[src/rtl/stage_if.sv]
// rtl/stage_if.sv - instruction fetch stage with byte-wide memory port and direct-mapped I-cache
module stage_if #(
    parameter int          IDX_W    = 6,
    parameter logic [31:0] RESET_PC = 32'h0000_0000
) (
    input  logic        clk,
    input  logic        reset,
    input  logic        stall,
    input  logic        br_wait,
    input  logic        br_done,
    input  logic [31:0] br_target,
    input  logic        mem_grant,
    input  logic [7:0]  mem_rdata,
    output logic        mem_re,
    output logic [31:0] mem_addr,
    output logic        if_valid,
    output logic [31:0] pc,
    output logic [31:0] inst
);

    localparam int LINES = 1 << IDX_W;
    localparam int TAG_W = 30 - IDX_W;

    typedef enum logic {
        S_IDLE = 1'b0,
        S_MISS = 1'b1
    } state_t;

    state_t state;
    state_t state_nxt;

    logic [31:0] fetch_pc;
    logic [2:0]  issue_cnt;
    logic [2:0]  recv_cnt;
    logic        rd_pend;
    logic [31:0] asm_word;

    logic [LINES-1:0] line_valid;
    logic [TAG_W-1:0] tag_mem [LINES];
    logic [31:0]      data_mem [LINES];

    logic [IDX_W-1:0] idx;
    logic [TAG_W-1:0] tag;
    logic             slot_free;
    logic             hit;
    logic             lookup;
    logic             byte3_now;
    logic             word_ready;
    logic             complete;
    logic             fill;
    logic [31:0]      word_full;

    assign idx       = fetch_pc[IDX_W+1:2];
    assign tag       = fetch_pc[31:IDX_W+2];
    assign slot_free = !if_valid || !stall;
    assign hit       = line_valid[idx] && (tag_mem[idx] == tag);
    assign lookup    = (state == S_IDLE) && slot_free && !br_wait && !br_done;

    // The last byte can be consumed straight off mem_rdata; if the slot is busy
    // it is parked in asm_word and recv_cnt reaches 4 while waiting.
    assign byte3_now  = (state == S_MISS) && rd_pend && (recv_cnt == 3'd3);
    assign word_ready = byte3_now || ((state == S_MISS) && (recv_cnt == 3'd4));
    assign word_full  = byte3_now ? {mem_rdata, asm_word[23:0]} : asm_word;
    assign complete   = word_ready && slot_free && !br_done;
    assign fill       = byte3_now && !br_done;

    // Next-state and memory request generation
    always_comb begin
        state_nxt = state;
        mem_re    = 1'b0;
        mem_addr  = 32'h0000_0000;
        if (state == S_MISS && issue_cnt < 3'd4) begin
            mem_re   = 1'b1;
            mem_addr = fetch_pc + {29'd0, issue_cnt};
        end
        if (br_done) begin
            state_nxt = S_IDLE;
        end else begin
            case (state)
                S_IDLE: if (lookup && !hit) state_nxt = S_MISS;
                S_MISS: if (complete) state_nxt = S_IDLE;
                default: state_nxt = S_IDLE;
            endcase
        end
    end

    // State register
    always_ff @(posedge clk or negedge reset) begin
        if (!reset) begin
            state <= S_IDLE;
        end else begin
            state <= state_nxt;
        end
    end

    // Fetch pointer, miss byte counters, output slot and cache valid bits
    always_ff @(posedge clk or negedge reset) begin
        if (!reset) begin
            fetch_pc   <= RESET_PC;
            issue_cnt  <= 3'd0;
            recv_cnt   <= 3'd0;
            rd_pend    <= 1'b0;
            asm_word   <= 32'h0000_0000;
            line_valid <= '0;
            if_valid   <= 1'b0;
            pc         <= 32'h0000_0000;
            inst       <= 32'h0000_0000;
        end else if (br_done) begin
            // Redirect: any in-flight byte is orphaned by clearing rd_pend.
            fetch_pc  <= br_target & 32'hFFFF_FFFC;
            issue_cnt <= 3'd0;
            recv_cnt  <= 3'd0;
            rd_pend   <= 1'b0;
            if_valid  <= 1'b0;
        end else begin
            rd_pend <= mem_re && mem_grant;
            if (!stall) begin
                if_valid <= 1'b0;
            end
            if (fill) begin
                line_valid[idx] <= 1'b1;
            end
            case (state)
                S_IDLE: begin
                    if (lookup) begin
                        if (hit) begin
                            pc       <= fetch_pc;
                            inst     <= data_mem[idx];
                            if_valid <= 1'b1;
                            fetch_pc <= fetch_pc + 32'd4;
                        end else begin
                            issue_cnt <= 3'd0;
                            recv_cnt  <= 3'd0;
                        end
                    end
                end
                S_MISS: begin
                    if (mem_re && mem_grant) begin
                        issue_cnt <= issue_cnt + 3'd1;
                    end
                    if (rd_pend && recv_cnt < 3'd4) begin
                        case (recv_cnt[1:0])
                            2'd0: asm_word[7:0]   <= mem_rdata;
                            2'd1: asm_word[15:8]  <= mem_rdata;
                            2'd2: asm_word[23:16] <= mem_rdata;
                            default: asm_word[31:24] <= mem_rdata;
                        endcase
                        recv_cnt <= recv_cnt + 3'd1;
                    end
                    if (complete) begin
                        pc       <= fetch_pc;
                        inst     <= word_full;
                        if_valid <= 1'b1;
                        fetch_pc <= fetch_pc + 32'd4;
                    end
                end
                default: ;
            endcase
        end
    end

    // Cache tag/data line write when the last byte of a live miss arrives
    always_ff @(posedge clk) begin
        if (fill) begin
            tag_mem[idx]  <= tag;
            data_mem[idx] <= word_full;
        end
    end

endmodule
[config.mk]
export PLATFORM = sky130hd
export DESIGN_NAME = stage_if
export DESIGN_NICKNAME = d
export VERILOG_FILES = /design/src/rtl/stage_if.sv
export SDC_FILE = /design/constraint.sdc
export NUM_CORES = 2
export LEC_CHECK = 0
export ABC_AREA = 1
export BUFFER_PORTS_ARGS = -buffer_cell sky130_fd_sc_hd__clkbuf_2
export CORE_MARGIN = 2
export CORE_UTILIZATION = 30
export CTS_CLUSTER_DIAMETER = 150
export DETAILED_ROUTE_END_ITERATION = 16
export PLACE_DENSITY = 0.51
export SLEW_MARGIN = 25
export SYNTH_ARGS = -nofsm -noshare
export SYNTH_HDL_FRONTEND = slang
export SYNTH_SLANG_ARGS = --single-unit
[constraint.sdc]
create_clock -name clk -period 14.05 [get_ports clk]
set_input_delay 1.405 -clock clk [delete_from_list [all_inputs] [get_ports clk]]
set_output_delay 1.405 -clock clk [all_outputs]
set_load 0.01 [all_outputs]
==> key figures <==
Run status
  – Status: completed

Power and ir drop
  – Overall Power: approximately 30 mW
  – Power density cells: 174.1 mW/mm^2
  – Int Power: 20.14 mW
  – LEAKAGE: approximately 62 nW
  – Clock power share: 0.338
  – Comb power frac: 0.223
  – P_sw: about 9.5 mW
  – Sequential share of power: 0.439
  – Switching share of power: 0.3211
  – VDD IR max: 0.1551 mV

Yosys
  – Share of the synthesized area in the top cell type: 0.7232
  – Leading area contributor after synthesis: edfxtp_1
  – Synth top area cells: edfxtp_1, nand2_1, dfrtp_1
  – Post-Syn Area: 0.1488 sq mm
  – Post-synthesis sequential area ratio: 0.7563
  – Post-synth EDFFs: 3584
  – Synth cell types: 48
  – Warnings from Yosys: 0
  – Mapped Cells: 11640
  – Syn avg cell area: 12.79 sq um
  – Async SR Flop Fraction: 0.05210
  – Ys flop type: edfxtp_1
  – Register bit count reported by yosys: 3781

Setup path
  – Critical path arrival: between 6 and 7 ns
  – Critical path class: reg2out
  – Crit. Startpoint: fetch_pc[5]
  – CP Max Fanout: 29
  – Crit start category: register
  – Reg2reg setup slack: 6.42 ns
  – Origin of the critical flop-to-flop path: fetch_pc[2]
  – Crit end category: output port
  – CP required: roughly 13 ns

STA
  – FMAX: 0.1245 GHz
  – RSZ-0062 raised after global routing: no
  – Min cycle time layout: 8.035 ns
  – Setup WS post-layout: 6.015 ns
  – Worst Tran Pin Value: 1.170 ns
  – Setup TNS: 0 ns
  – Slew headroom: 0.2201
  – Fin. Hold Viols: 0
  – Final Max Tran Viols: 0
  – Setup violations, final: 0
  – Clk_skew: 0.08506 ns
  – Tcrit/Tclk final: 0.5719

Route
  – Wire per inst: 28.38 um
  – Residual DRC: 0
  – DRT antenna net count: 0
  – Routed WL: around 530000 um
  – Number of vias per cell: 5.159
  – Initial DRC count: 14040
  – TritonRoute pass-1 iters: 8
  – Vias: just under 100k

Placed design
  – Gpl congestion: 0.8077
  – Placed cells: 17980
  – HPWL after DPL: about 270000 um
  – Port bufs: around 140
  – Place WS: 6.459 ns

Clock tree
  – CTS sink cnt: around 3800
  – Clk buf depth: 4
  – Root buf cell: clkbuf_16
  – Hold-fix buffers at CTS: 0
  – Post-CTS Resized: 0
  – H-tree level count: 5
  – CTS Buf Count: 380
  – CTS clk-pin slew, worst paths: 0.07 ns
  – Post-CTS Setup Inserts: 0
  – TritonCTS clock tree: yes
  – Worst skew pair latency: 0.96 ns

Floorplanning
  – Die Y-Extent: 708.3 um
  – CORE AREA: 0.4939 sq mm
  – Row count: 258
  – Initial Util: 0.3013
  – Io pins: around 140
  – Die width: 708.3 um
  – Die ar.: 0.5017 sq mm

Layout
  – Final cell count without fillers: between 15000 and 20000
  – Multi-input gate area: 0.03089 sq mm
  – Total Nets Final: between 10000 and 15000
  – Commonest non-fill, non-tap cell in the layout: edfxtp_1
  – Synthesis-to-finish area growth: 14.49%
  – FILL cells: 48130
  – Most frequent cells in the layout: edfxtp_1, nand2_1, inv_1, nor2_1, o21ai_0
  – Layout cells sized above 1: 0.1063
  – Flip-flop and latch area: 0.1126 sq mm

Global routing
  – First-pass GRT wire length: 722200 um
  – Grt ovf: 0
  – Vias in the first global route: 88240
  – Initial antenna violation count: 31
  – Largest net degree at the start of global routing: 172
  – GRT Overall Usage: 0.2042

Min path
  – Hold Path Class: in2async

Flow run
  – MaxCap Viol Count: 0
[synth_stat cells (15+ instances only)]
cell and count:
o21ai_0 502, or2_2 162, a22oi_1 284, buf_4 28, buf_2 215, mux2_2 15
o2bb2ai_1 17, a21oi_1 150, o211ai_1 133, inv_1 899, xor2_1 24, nor2_1 787
clkbuf_1 295, nand2_1 3013, o21ai_1 124, edfxtp_1 3584, mux2i_1 19, a22o_1 61
a221oi_1 217, buf_1 72, dfrtp_1 197, nor3_1 30, nand4_1 232, nand3_1 465
[cell type report]
type | count | area share
inverter | 906 | 0.02014
clock inverter | 198 | 0.01032
clock buffer | 482 | 0.05970
tap | 6500 | 0.04773
antenna | 4 | 0.00005875
multi-input combinational | 6336 | 0.1813
sequential | 3781 | 0.6609
timing repair buffer | 456 | 0.01981
[state kept, by name, indices dropped and copies added (netlist names)]
register,count
asm_word,32
data_mem,2048
fetch_pc,30
if_valid,1
inst,32
issue_cnt,3
line_valid,64
pc,30
rd_pend,1
recv_cnt,3
state,1
tag_mem,1536
[path summary, 6_finish.rpt]
path | endpoint | cells past startpoint
setup / recovery | mem_addr[29] | 11
min in group clk | line_valid[48] | 2
setup reg to reg | pc[9] | 24
hold / removal | pc[22] | 1
max in group asynchronous | asm_word[22] | 4
hold reg to reg | line_valid[48] | 2
[power by group through the flow]
stage                     registers, mW  logic (mW)  clock network [mW]
after floorplan                    13.5        3.54                   0
final                              13.0        6.61                10.0
after global routing               13.0        7.11                10.5
after detailed placement           13.3        6.57                   0
after CTS                          13.0        6.58                10.1
after global placement             13.3        6.56                   0
[kinds of logic after synthesis]
family,share of synthesized area
compound gates,0.06696
xor+xnor,0.001412
fa+ha+maj,0.0007567
buf+inv,0.04109
flops,0.7563
mux,0.002413
other cells,0.00002520
simple gates,0.1311
[per-stage QoR]
step	utilization	hold WS, ns	cell area (sq um)
5_1_grt	0.3450	0.4683	170400
2_1_floorplan	-	0.4240	148800
3_5_place_dp	0.3207	0.4416	158400
6_report	0.3450	0.4465	170400
4_1_cts	0.3449	0.4405	170300
3_3_place_gp	0.3204	0.4350	158300
[critical path, stage by stage (launching register included)]
cell and delay, ns:
dfrtp_1 0.57, buf_4 0.37, inv_1 0.26, nor2_4 0.41
buf_4 0.82, buf_4 0.71, inv_1 0.52, nor2_1 0.37
nand4_1 0.17, xor2_1 0.77, nor2_1 0.43, clkbuf_2 0.25
[per-layer routing]
layer	GRT usage	vias to the layer above	routed length, um
li1	-	41560	-
met1	0.2926	49340	224900
met2	0.3181	4614	237400
met3	0.03042	772	47880
met4	0.06540	0	19410
met5	0	-	0
Note: power is estimated with default switching activity, not from simulation.
